**config.mk**
```make
export PLATFORM = sky130hd
export DESIGN_NAME = if_fetch_unit
export DESIGN_NICKNAME = d
export VERILOG_FILES = /design/src/rtl/cpu_defs.sv /design/src/rtl/fetch_timeout_ctr.sv /design/src/rtl/if_fetch_unit.sv
export SDC_FILE = /design/constraint.sdc
export NUM_CORES = 1
export LEC_CHECK = 0
export CORE_MARGIN = 2
export CORE_UTILIZATION = 43
export CTS_BUF_LIST = sky130_fd_sc_hd__clkbuf_2 sky130_fd_sc_hd__clkbuf_4 sky130_fd_sc_hd__clkbuf_8
export DETAILED_ROUTE_END_ITERATION = 8
export GPL_TIMING_DRIVEN = 0
export PLACE_DENSITY = 0.84
export RECOVER_POWER = 25
export SLEW_MARGIN = 30
export SYNTH_ARGS = -nofsm -noshare
export SYNTH_HDL_FRONTEND = slang
export SYNTH_SLANG_ARGS = --single-unit
```
**constraint.sdc**
```tcl
create_clock -name clk -period 2 [get_ports clk]
set_input_delay 0.4 -clock clk [delete_from_list [all_inputs] [get_ports clk]]
set_output_delay 0.4 -clock clk [all_outputs]
set_load 0.02 [all_outputs]
```
**src/rtl/cpu_defs.sv**
```systemverilog
// Shared CPU definitions: fetch FSM state encoding, PC width and reset PC.
package cpu_defs;

   localparam int PC_W = 32;

   localparam logic [PC_W-1:0] RESET_PC_DEF = 32'h0000_0000;

   typedef enum logic [1:0] {
      ST_IDLE = 2'd0,
      ST_REQ  = 2'd1,
      ST_DONE = 2'd2
   } fetch_state_t;

   // Instruction addresses must be word aligned (low two bits zero).
   function automatic logic is_word_aligned(input logic [1:0] addr_lsb);
      return (addr_lsb == 2'b00);
   endfunction

endpackage

```
**src/rtl/fetch_timeout_ctr.sv**
```systemverilog
// Loadable up/down counter with clear and a terminal-count flag.
// Priority: clear, then load, then count. tc compares against tc_val.
module fetch_timeout_ctr #(
   parameter int W = 5
) (
   input  logic         clk,
   input  logic         rst_n,
   input  logic         clr,
   input  logic         ld,
   input  logic [W-1:0] ld_val,
   input  logic         en,
   input  logic         dn,
   input  logic [W-1:0] tc_val,
   output logic [W-1:0] cnt,
   output logic         tc
);

   // Counter register: clear has priority over load, load over counting.
   always_ff @(posedge clk or negedge rst_n) begin
      if (!rst_n) begin
         cnt <= '0;
      end else if (clr) begin
         cnt <= '0;
      end else if (ld) begin
         cnt <= ld_val;
      end else if (en) begin
         cnt <= dn ? (cnt - W'(1)) : (cnt + W'(1));
      end
   end

   assign tc = (cnt == tc_val);

endmodule

```
**src/rtl/if_fetch_unit.sv**
```systemverilog
// Instruction-fetch stage: owns the PC, runs a req/ack read to instruction
// memory and holds the fetched word in the IR until it is consumed.
module if_fetch_unit
   import cpu_defs::*;
#(
   parameter logic [PC_W-1:0] RESET_PC = RESET_PC_DEF,
   parameter int              TIMEOUT  = 16
) (
   input  logic            clk,
   input  logic            rst_n,
   input  logic [PC_W-1:0] next_pc,
   input  logic            pc_write,
   input  logic            fetch_start,
   output logic            imem_req,
   output logic [PC_W-1:0] imem_addr,
   input  logic            imem_ack,
   input  logic [PC_W-1:0] imem_rdata,
   output logic [PC_W-1:0] pc,
   output logic [PC_W-1:0] ir,
   output logic [PC_W-1:0] ir_pc,
   output logic            ir_valid,
   output logic            busy,
   output logic            fetch_err,
   output logic            align_err
);

   localparam int              CNT_W  = $clog2(TIMEOUT) + 1;
   localparam logic [CNT_W-1:0] TC_VAL = CNT_W'(TIMEOUT - 1);

   fetch_state_t     state;
   fetch_state_t     state_nxt;
   logic [PC_W-1:0]  pend_pc;
   logic             pend_vld;
   logic [CNT_W-1:0] wait_cnt;
   logic             wait_tc;

   logic in_req;
   logic wr_ok;
   logic wr_bad;
   logic ack_take;
   logic tmo;
   logic leave_req;

   assign in_req    = (state == ST_REQ);
   assign wr_ok     = pc_write && is_word_aligned(next_pc[1:0]);
   assign wr_bad    = pc_write && !is_word_aligned(next_pc[1:0]);
   assign ack_take  = in_req && imem_ack;
   // The ack wins if it arrives in the very last allowed cycle.
   assign tmo       = in_req && !imem_ack && wait_tc;
   assign leave_req = ack_take || tmo;

   // Request signals decode straight from state so an async reset drops them at once.
   assign imem_req  = in_req;
   assign busy      = in_req;
   assign imem_addr = pc;

   // Counts REQ cycles without ack; held at zero outside REQ so every entry starts fresh.
   fetch_timeout_ctr #(
      .W (CNT_W)
   ) u_timeout_ctr (
      .clk    (clk),
      .rst_n  (rst_n),
      .clr    (!in_req),
      .ld     (1'b0),
      .ld_val ('0),
      .en     (in_req && !imem_ack),
      .dn     (1'b0),
      .tc_val (TC_VAL),
      .cnt    (wait_cnt),
      .tc     (wait_tc)
   );

   // State register.
   always_ff @(posedge clk or negedge rst_n) begin
      if (!rst_n) begin
         state <= ST_IDLE;
      end else begin
         state <= state_nxt;
      end
   end

   // Next-state logic; fetch_start inside REQ is deliberately ignored.
   always_comb begin
      state_nxt = state;
      unique case (state)
         ST_IDLE: begin
            if (fetch_start) state_nxt = ST_REQ;
         end
         ST_REQ: begin
            if (imem_ack)     state_nxt = ST_DONE;
            else if (wait_tc) state_nxt = ST_IDLE;
         end
         ST_DONE: begin
            if (fetch_start) state_nxt = ST_REQ;
            else if (wr_ok)  state_nxt = ST_IDLE;
         end
         default: state_nxt = ST_IDLE;
      endcase
   end

   // PC and pending register: writes during REQ are parked so imem_addr stays stable.
   always_ff @(posedge clk or negedge rst_n) begin
      if (!rst_n) begin
         pc       <= RESET_PC;
         pend_pc  <= '0;
         pend_vld <= 1'b0;
      end else if (in_req) begin
         if (leave_req) begin
            pend_vld <= 1'b0;
            // A write on the leaving edge is newer than anything parked.
            if (wr_ok) begin
               pc <= next_pc;
            end else if (pend_vld) begin
               pc <= pend_pc;
            end
         end else if (wr_ok) begin
            pend_pc  <= next_pc;
            pend_vld <= 1'b1;
         end
      end else if (wr_ok) begin
         pc <= next_pc;
      end
   end

   // Instruction register: loaded on ack, invalidated by a new fetch, a PC change or a timeout.
   always_ff @(posedge clk or negedge rst_n) begin
      if (!rst_n) begin
         ir       <= '0;
         ir_pc    <= '0;
         ir_valid <= 1'b0;
      end else if (ack_take) begin
         ir       <= imem_rdata;
         ir_pc    <= pc;
         ir_valid <= 1'b1;
      end else if (tmo) begin
         ir_valid <= 1'b0;
      end else if (!in_req && (fetch_start || wr_ok)) begin
         ir_valid <= 1'b0;
      end
   end

   // One-cycle error pulses.
   always_ff @(posedge clk or negedge rst_n) begin
      if (!rst_n) begin
         fetch_err <= 1'b0;
         align_err <= 1'b0;
      end else begin
         fetch_err <= tmo;
         align_err <= wr_bad;
      end
   end

endmodule

```
==> results of run 1 <==
critical path, delay by kind of cell (launching register included):
kind	cells	cell delay, ps
simple gates	3	520
flops	1	390
mux	1	290
fa+ha+maj	2	350
buf+inv	2	390
cell type report:
| class | instances | area share |
|---|---|---|
| plain buffers | 58 | 0.0561 |
| clock buffers | 18 | 0.0277 |
| clock inverters | 14 | 0.0217 |
| inverters | 4 | 0.00196 |
| multi-input cells | 195 | 0.229 |
| flip-flops and latches | 139 | 0.390 |
| well taps | 176 | 0.0247 |
| repair buffers | 218 | 0.249 |
cell usage after synthesis:
cell type / count
nand4b_1: 1
nor2b_1: 1
nand3b_1: 2
and2_1: 2
nand3_1: 1
ha_1: 2
nand4_1: 2
buf_4: 33
buf_6: 9
nor2_1: 6
buf_2: 11
nor3b_1: 2
inv_1: 3
or2_2: 1
mux2_4: 28
o221a_1: 1
o221a_2: 29
o21a_1: 1
and3_1: 3
inv_2: 1
or3_1: 30
o22ai_1: 1
o41ai_1: 1
mux2_2: 68
a21oi_4: 1
nor4b_4: 1
a21oi_1: 3
xor2_1: 2
nand2b_1: 1
xnor2_1: 1
mux2i_1: 1
or3b_1: 1
nand2_4: 1
dfrtp_1: 139
nand2_1: 1
clkbuf_1: 5
timing repair:
item / CTS / global route
gates cloned: 3 / 2
buffers inserted: 10 / 1
hold buffers: 1 / 0
pin swaps: 3 / 2
endpoints found under the setup margin: 79 / 81
endpoints found under the hold margin: 80 / 0
gates resized for setup: 36 / 42
metal layers:
layer  global-route usage  up-vias
met3               0.0564       25
li1                     -     1876
met2                0.368      147
met4               0.0783        0
met1                0.244     2136
met5                    0        -
stage by stage:
step                       util  cells
after floorplan               -    396
after global placement    0.612    772
after detailed placement  0.614    773
after CTS                 0.663    819
after global routing      0.669    822
final                     0.669    822
final timing paths:
kind	from	to	slack, ps	cells past startpoint
hold / removal	imem_ack	fetch_err	200	2
min in group asynchronous	rst_n	ir_pc[1]	730	2
setup reg to reg	u_timeout_ctr.cnt[0]	pend_pc[25]	-60	8
setup / recovery	u_timeout_ctr.cnt[0]	pend_pc[25]	-60	8
max in group asynchronous	rst_n	ir[28]	260	3
hold reg to reg	ir_pc[4]	ir_pc[4]	510	1
sequential cells by signal, summed over array words and instances, names as in the netlist:
signal	flops
ir_valid	1
pend_vld	1
u_timeout_ctr.cnt	5
imem_addr	32
ir_pc	32
state	2
fetch_err	1
align_err	1
pend_pc	32
ir	32
power by group:
group | total (mW) | switching (mW) | internal [mW]
Combinational | 6.28 | 2.74 | 3.54
Clock | 2.51 | 1.11 | 1.40
Sequential | 4.75 | 0.803 | 3.94
cells by family (layout without fill, tap and decap cells):
kind of cell    after synthesis  count (layout)  share of synthesized area
buf+inv                      62             312                     0.0740
fa+ha+maj                     2               2                    0.00423
xor+xnor                      3               3                    0.00444
compound gates               37              37                     0.0662
mux                          97              97                      0.202
simple gates                 56              56                     0.0615
flops                       139             139                      0.588
==> flow_summary_export.csv, run 1 <==
group,metric,value,unit
timing,fmax,484,MHz
die,dieWidth,121,µm
timing,min_period,2060,ps
cts,clkTransAtPathRegs,80,ps
die,io_pins,202,
drt,drtIter0Drc,153,
place,dpl_cell_area,0.00820,mm²
die,die_area,0.0147,mm²
timing,hold_viol,0,
worst_setup_path,crit_required,2320,ps
worst_setup_path,crit_chain,"ha_2, and3_4, ha_4, nor4b_4, buf_4, nand2_8, buf_12, mux2_4",
worst_setup_path,critPathMaxStageDelay,390,ps
global_routing,grt_pass1_wl,23.4,mm
timing,fin_crit_sh,1.03,
yosys,syn_area,0.00592,mm²
drt,antenna_left,0,
finish,antenna_cells,0,
place,port_buffers,200,
yosys,yosys-top-cells-area,"dfrtp_1, mux2_2, mux2_4, o221a_2, buf_4",
job,cap_violations,0,
drt,wl_met1,5.97,mm
global_routing,grt_max_degree,82,
worst_setup_path,crit_path_start_kind,"flip-flop",
place,pre_cts_ws,-404,ps
yosys,synth_area_leader_cell,"dfrtp_1",
yosys,yosysUniqueCellTypes,36,
drt,first_pass_iters,4,
timing,drv_slew,0,
drt,wl_per_cell,18.3,µm
global_routing,global_route.usage.total,0.209,
finish,syn_to_final_growth,50.8,%
drt,avgViaCountPerCell,5.09,
timing,setup_ws,-64.5,ps
finish,final_common_cell,"clkdlybuf4s50_1",
pwr,p_per_area,1520,mW/mm²
timing,tns,-1650,ps
global_routing,antenna_found_initial,0,
cts,clk_latency,440,ps
worst_setup_path,endpoint_kind,"flip-flop",
cts,cts_sinks,139,
worst_setup_path,crit_type,"flip-flop to flip-flop",
finish,final_cell_area,0.00893,mm²
timing,setup_viol,38,
cts,cts_max_level,4,
yosys,postSynthCellCount,396,
yosys,synth.top_cell.area_share,0.588,
timing,clock-skew-final,10.1,ps
yosys,seq_area_frac_synth,0.588,
timing,max-slew-margin-rel,0.249,
place,dp_hpwl,10.7,mm
cts,clockRootBuffer,"clkbuf_8",
pwr,peakVddDrop,896,µV
die,initial_core_util,0.443,
finish,fill_cells,968,
finish,multiInputGateArea,0.00204,mm²
die,coreArea,0.0133,mm²
global_routing,grt-ovfl-total,0,
drt,route.met3.wl,983,µm
run_status,status,"finished with violations",
pwr,power,13.5,mW
cts,cts_buffers,17,
cts,cts_tree,"done",
run_status,violations,"negative setup slack",
worst_setup_path,arrival,2380,ps
finish,nNetsFinal,704,
yosys,avgSynthCellArea,14.9,µm²
drt,top_layer_used,"met4",
die,fp.dieH,121,µm
yosys,synth_nets,467,
place,gp_congestion,0.722,
worst_setup_path,path_max_fanout,7,
worst_setup_path,slowest_stage,"dfrtp_1",
finish,seqCellArea,0.00348,mm²
hold_path,hp-class,"input pin to flip-flop",
yosys,ys_warn_count,0,
global_routing,first_global_vias,4464,
drt,route.met2.wl,7.77,mm
drt,vias,4184,
die,fp-row-count,42,
drt,wl,15.0,mm
timing,timing.hold.ws,199,ps
cts,cts_max_path_buffers,2,
finish,final_cell_mix,"clkdlybuf4s50_1, dfrtp_1, mux2_2, buf_4, or3_1",
drt,drc_errors,0,
pwr,power_leakage,3.96,nW
yosys,synth-seq-cells,139,
finish,drive_gt1_frac,0.378,
timing,tightest_slew,1130,ps
timing,rsz0062_at_grt,"true",
(Power assumes the default switching activity.)
==> inputs of run 2 (changes only) <==
Settings changed: CORE_UTILIZATION 43 to 58, CTS_CLUSTER_SIZE set to 14, DONT_BUFFER_PORTS set to 1, PLACE_DENSITY 0.84 to 0.81.
==> run 2 against run 1 <==
  * The run ends with negative hold slack, negative setup slack left
  * Die area decreased by 25%
  * Clock skew down 1.7 ps
  * Final area decreased by 24%
  * Highest routed layer unchanged
  * Largest cell class unchanged
==> flow_summary_export.csv, run 2 (same netlist as run 1, synthesis figures left out) <==
group,metric,value,unit
run_status,status,"finished with violations",
run_status,violations,"negative hold slack, negative setup slack",
cts,cts_max_path_buffers,2,
global_routing,grt_pass1_wl,19.7,mm
timing,fin_crit_sh,1.05,
worst_setup_path,crit_path_start_kind,"flip-flop",
global_routing,global_route.usage.total,0.234,
pwr,p_per_area,1690,mW/mm²
cts,clk_latency,420,ps
finish,drive_gt1_frac,0.522,
drt,drtIter0Drc,175,
place,gp_congestion,0.756,
finish,antenna_cells,0,
global_routing,first_global_vias,3716,
place,numPlacedInstances,529,
die,dieWidth,105,µm
pwr,power,11.4,mW
place,port_buffers,0,
finish,syn_to_final_growth,14.0,%
worst_setup_path,slowest_stage,"dfrtp_1",
global_routing,antenna_found_initial,0,
die,fp-row-count,36,
drt,wl_per_cell,22.2,µm
timing,rsz0062_at_grt,"true",
finish,final_cells,568,
drt,drc_errors,0,
timing,timing.hold.ws,-336,ps
drt,wl,12.6,mm
worst_setup_path,critPathMaxStageDelay,400,ps
timing,hold_viol,139,
timing,tightest_slew,1020,ps
job,cap_violations,0,
drt,vias,3412,
die,initial_core_util,0.603,
timing,clock-skew-final,8.46,ps
timing,setup_ws,-96.5,ps
finish,multiInputGateArea,0.00203,mm²
pwr,power_leakage,2.99,nW
cts,cts_max_level,4,
drt,antenna_left,0,
timing,drv_slew,0,
hold_path,hp-class,"input pin to asynchronous set/reset pin",
global_routing,grt_max_degree,140,
die,fp.dieH,105,µm
place,dp_hpwl,8.48,mm
timing,fmax,477,MHz
die,coreArea,0.00982,mm²
worst_setup_path,endpoint_kind,"flip-flop",
die,io_pins,202,
cts,clkTransAtPathRegs,80,ps
cts,clockRootBuffer,"clkbuf_8",
timing,max-slew-margin-rel,0.317,
cts,cts_buffers,17,
timing,setup_viol,30,
die,die_area,0.0110,mm²
drt,first_pass_iters,4,
cts,cts_tree,"done",
worst_setup_path,arrival,2400,ps
finish,seqCellArea,0.00348,mm²
worst_setup_path,crit_type,"flip-flop to flip-flop",
drt,avgViaCountPerCell,6.01,
finish,final_cell_mix,"dfrtp_1, mux2_2, buf_4, or3_1, o221a_2",
finish,nNetsFinal,494,
global_routing,grt-ovfl-total,0,
timing,min_period,2100,ps
worst_setup_path,crit_chain,"ha_2, and3_4, ha_4, nor4b_4, buf_4, nand2_8, buf_12, mux2_4",
cts,cts_sinks,139,
finish,fill_cells,689,
finish,final_common_cell,"dfrtp_1",
worst_setup_path,path_max_fanout,10,
pwr,peakVddDrop,902,µV
worst_setup_path,crit_required,2300,ps
place,pre_cts_ws,-272,ps
## run 2: cell types whose count changed in the layout (fill, tap and decap cells not counted), sizes merged
cell,delta
clkdlybuf4s50,-166
dlymetal6s2s,-18
dlygate4sd2,-12
buf,-11
clkinv,-4
bufinv,+2
clkbuf,+2
dlygate4sd3,-2
inv,-2
## run 2: final timing paths
kind	start	end	slack, ps	cells past startpoint
worst max register to register	u_timeout_ctr.cnt[1]	pend_pc[24]	-100	8
worst max-delay path	u_timeout_ctr.cnt[1]	pend_pc[24]	-100	8
min in group clk	fetch_start	state[1]	60	1
max in group asynchronous	rst_n	ir_pc[14]	2080	0
worst min register to register	pend_pc[1]	pend_pc[1]	480	1
worst min-delay path	rst_n	ir_pc[10]	-340	0
## run 2: repair_timing
action / in CTS / in global routing
gates resized for setup: 9 / 13
hold endpoints to repair: 139 / 139
gates cloned: 1 / 0
setup buffers: 6 / 1
pin swaps: 1 / 0
setup endpoints to repair: 63 / 63
## run 2: metal layers
metal  share of wire  track usage  vias up
met4           0.020       0.0962        0
met3           0.079       0.0755       22
met1            0.40        0.280     1775
li1                -            -     1457
met5               0            0        -
met2            0.50        0.391      158
## run 2: layout make-up
class / instances / share of cell area
flip-flops and latches: 139 / 0.515
multi-input cells: 195 / 0.301
plain buffers: 58 / 0.0705
clock buffers: 21 / 0.0419
clock inverters: 10 / 0.0315
well taps: 133 / 0.0247
repair buffers: 8 / 0.0119
inverters: 4 / 0.00297
## run 2: per-stage QoR
step	util	instance area [µm²]	TNS [ps]
2_1_floorplan	-	5950	-1260
3_3_place_gp	0.623	6110	-10060
6_report	0.687	6750	-2310
4_1_cts	0.683	6710	-1820
5_1_grt	0.687	6750	-4550
3_5_place_dp	0.623	6110	-13370
## run 2: power breakdown
part           internal [mW]  switching, mW  total [mW]  leakage (nW)
combinational           1.54           1.05        2.59          1.12
sequential              3.93           2.08        6.01          1.63
clock                   1.72           1.04        2.77         0.242
## run 2: critical path: cells and delay by family, from the launching register on
kind / cells / cell delay, ps
adders and majority gates: 2 / 350
buffers and inverters: 2 / 420
DFF: 1 / 400
muxes: 1 / 300
and+or+nand+nor: 3 / 500
==> inputs of run 3 (changes only) <==
Settings changed: SYNTH_HIERARCHICAL set to 1.
==> run 3 against run 2 <==
  * The run ends with negative hold slack left
  * Clock-buffer cell count grew 2
  * Synthesized area grew 3.6%
  * Flip-flop and latch count is the same
  * Routed wire length grew 2.8%
  * Synthesized cell count grew 7.3%
  * Final area grew 5.8%
  * Setup slack gained 150 ps
  * Non-clock buffer count grew 6
  * Clock power shrank 2%
  * Utilization grew 0.75 points
  * Total power grew 2.2%
  * Critical endpoint is now u_timeout_ctr/cnt[4]
  * Highest routed layer unchanged
==> flow_summary_export.csv, run 3 <==
group,metric,value,unit
cts,cts_buffers,17,
cts,cts_tree,"done",
yosys,ys_warn_count,6,
worst_setup_path,crit_type,"flip-flop to flip-flop",
pwr,power_leakage,3.18,nW
die,initial_core_util,0.597,
timing,fmax,515,MHz
timing,fin_crit_sh,0.971,
pwr,p_per_area,1630,mW/mm²
timing,hold_viol,139,
pwr,intPower,7.23,mW
yosys,postSynthCellCount,425,
pwr,power_frac_comb,0.236,
job,cap_violations,0,
hold_path,hp-class,"input pin to asynchronous set/reset pin",
cts,cts_max_path_buffers,2,
worst_setup_path,crit_end,"u_timeout_ctr/cnt[4]",
worst_setup_path,critPathMaxStageDelay,440,ps
timing,tightest_slew,1010,ps
yosys,yosys-top-cells-count,"dfrtp_1, mux2_1, buf_4",
timing,tns,0,ps
finish,drive_gt1_frac,0.361,
timing,timing.hold.ws,-343,ps
timing,max-slew-margin-rel,0.323,
worst_setup_path,crit_required,2340,ps
die,coreArea,0.0103,mm²
place,pre_cts_ws,-274,ps
timing,clock-skew-final,8.86,ps
run_status,status,"finished with violations",
pwr,power,11.6,mW
worst_setup_path,path_depth,8,
drt,drc_errors,0,
timing,drv_slew,0,
drt,antenna_left,0,
finish,final_cells,621,
global_routing,first_global_vias,3749,
worst_setup_path,arrival,2290,ps
drt,vias,3591,
cts,clk_latency,430,ps
finish,nNetsFinal,545,
cts,clkTransAtPathRegs,70,ps
drt,drtIter0Drc,256,
timing,min_period,1940,ps
die,die_area,0.0114,mm²
die,dieWidth,107,µm
global_routing,grt-ovfl-total,0,
yosys,ys_async_sr_fraction,1.00,
yosys,yosys-top-cells-area,"dfrtp_1, mux2_1, mux2_4, o221a_2, buf_4",
worst_setup_path,r2r-end,"u_timeout_ctr/cnt[4]",
yosys,synth_edf_count,0,
pwr,p_sw_frac,0.378,
worst_setup_path,rrSetupSlack,60,ps
drt,wl_per_cell,20.8,µm
global_routing,antenna_found_initial,0,
finish,fill_cells,694,
place,gp_congestion,0.828,
worst_setup_path,crit_path_start,"state[1]",
yosys,yosysMostFrequentCell,"dfrtp_1",
worst_setup_path,crit_path_start_kind,"flip-flop",
worst_setup_path,crit-reg2reg-launch,"state[1]",
place,port_buffers,0,
pwr,p_sw,4.39,mW
yosys,yosysUniqueCellTypes,44,
worst_setup_path,endpoint_kind,"flip-flop",
global_routing,grt_max_degree,140,
place,dp_hpwl,8.76,mm
finish,syn_to_final_growth,16.4,%
global_routing,grt_pass1_wl,19.4,mm
die,fp-row-count,37,
drt,avgViaCountPerCell,5.78,
worst_setup_path,path_max_fanout,10,
worst_setup_path,reg2regPathDepth,8,
drt,wl,12.9,mm
worst_setup_path,crit_top_cell,"buf_6",
run_status,violations,"negative hold slack",
die,fp.dieH,107,µm
finish,antenna_cells,0,
cts,cts_sinks,139,
yosys,synth-seq-cells,139,
yosys,synth.top_cell.area_share,0.567,
yosys,syn_area,0.00613,mm²
pwr,p_clk_frac,0.233,
timing,setup_ws,57.3,ps
worst_setup_path,slowest_stage,"dfrtp_2",
finish,final_cell_mix,"dfrtp_1, mux2_1, buf_4, mux2_4, or3_1",
worst_setup_path,cp_num_buf_inv,3,
pwr,peakVddDrop,783,µV
timing,rsz0062_at_grt,"true",
worst_setup_path,cpLargestDelayFamily,"simple AND/OR/NAND/NOR gates",
cts,cts_max_level,4,
die,io_pins,202,
yosys,seq_area_frac_synth,0.567,
global_routing,global_route.usage.total,0.223,
yosys,synth_area_leader_cell,"dfrtp_1",
pwr,seqPwrFrac,0.531,
worst_setup_path,crit_chain,"nor2b_1, buf_6, inv_2, nor2_2, buf_6, or3b_1, nand2b_1, o221ai_1",
finish,final_common_cell,"dfrtp_1",
cts,clockRootBuffer,"clkbuf_8",
yosys,ys.flop_type,"dfrtp_1",
timing,setup_viol,0,
drt,first_pass_iters,4,
yosys,avgSynthCellArea,14.4,µm²
place,numPlacedInstances,576,
run 3: changes by cell type after synthesis, moves of 3 or more:
cell     delta
a21oi_1     +6
buf_2       -5
mux2_2     -66
mux2_1     +66
nor2_1      +3
buf_4       +7
xnor2_1     +5
run 3: what timing repair did:
| item | 4_1_cts | 5_1_grt |
|---|---|---|
| pin swaps | 2 | 4 |
| endpoints found under the setup margin | 64 | 60 |
| gates cloned | 0 | 3 |
| setup buffers | 3 | 7 |
| resized for setup | 8 | 39 |
| endpoints found under the hold margin | 139 | 139 |
run 3: layer usage:
layer,global-route usage,vias up,share of wire
met5,0,-,0
met4,0.0965,0,0.013
met3,0.0638,15,0.061
met2,0.365,124,0.53
met1,0.278,1863,0.40
li1,-,1589,-
run 3: power by group through the flow:
stage          combinational (mW)  clock, mW  sequential (mW)
6_report                     2.74       2.71             6.17
5_1_grt                      2.94       2.90             6.31
4_1_cts                      2.66       2.76             6.18
3_5_place_dp                 2.63          0             6.23
3_3_place_gp                 2.53          0             6.15
2_1_floorplan                2.36          0             5.87
run 3: through the flow:
step | cell area, µm² | util
2_1_floorplan | 6190 | -
3_3_place_gp | 6360 | 0.619
3_5_place_dp | 6360 | 0.619
4_1_cts | 6910 | 0.672
5_1_grt | 7140 | 0.695
6_report | 7140 | 0.695
run 3: final cells by class:
class                   instances  area, µm²  area share
flip-flops and latches        139       3480       0.488
well taps                     136        170      0.0238
clock buffers                  23        310      0.0435
repair buffers                 13        146      0.0205
inverters                       3       11.3     0.00158
multi-input cells             239       2310       0.324
plain buffers                  59        526      0.0736
clock inverters                 9        181      0.0254
run 3: worst min-delay path by stage:
stage	from	endpoint	depth (start not counted)
after floorplan	rst_n	align_err	0
after global placement	rst_n	ir_pc[20]	0
after detailed placement	rst_n	pend_pc[20]	0
after CTS	rst_n	pend_pc[20]	0
after global routing	rst_n	ir_pc[18]	0
final	rst_n	pend_pc[20]	0
run 3: kinds of logic after synthesis:
logic type                 count (synthesis)  synth area share
DFF                                      139             0.567
muxes                                     97             0.195
and+or+nand+nor                           64            0.0642
buffers and inverters                     62            0.0759
AOI/OAI and AO/OA                         49            0.0759
xor gates and xnor gates                   8            0.0114
adders and majority gates                  4           0.00938
other                                      2           0.00122
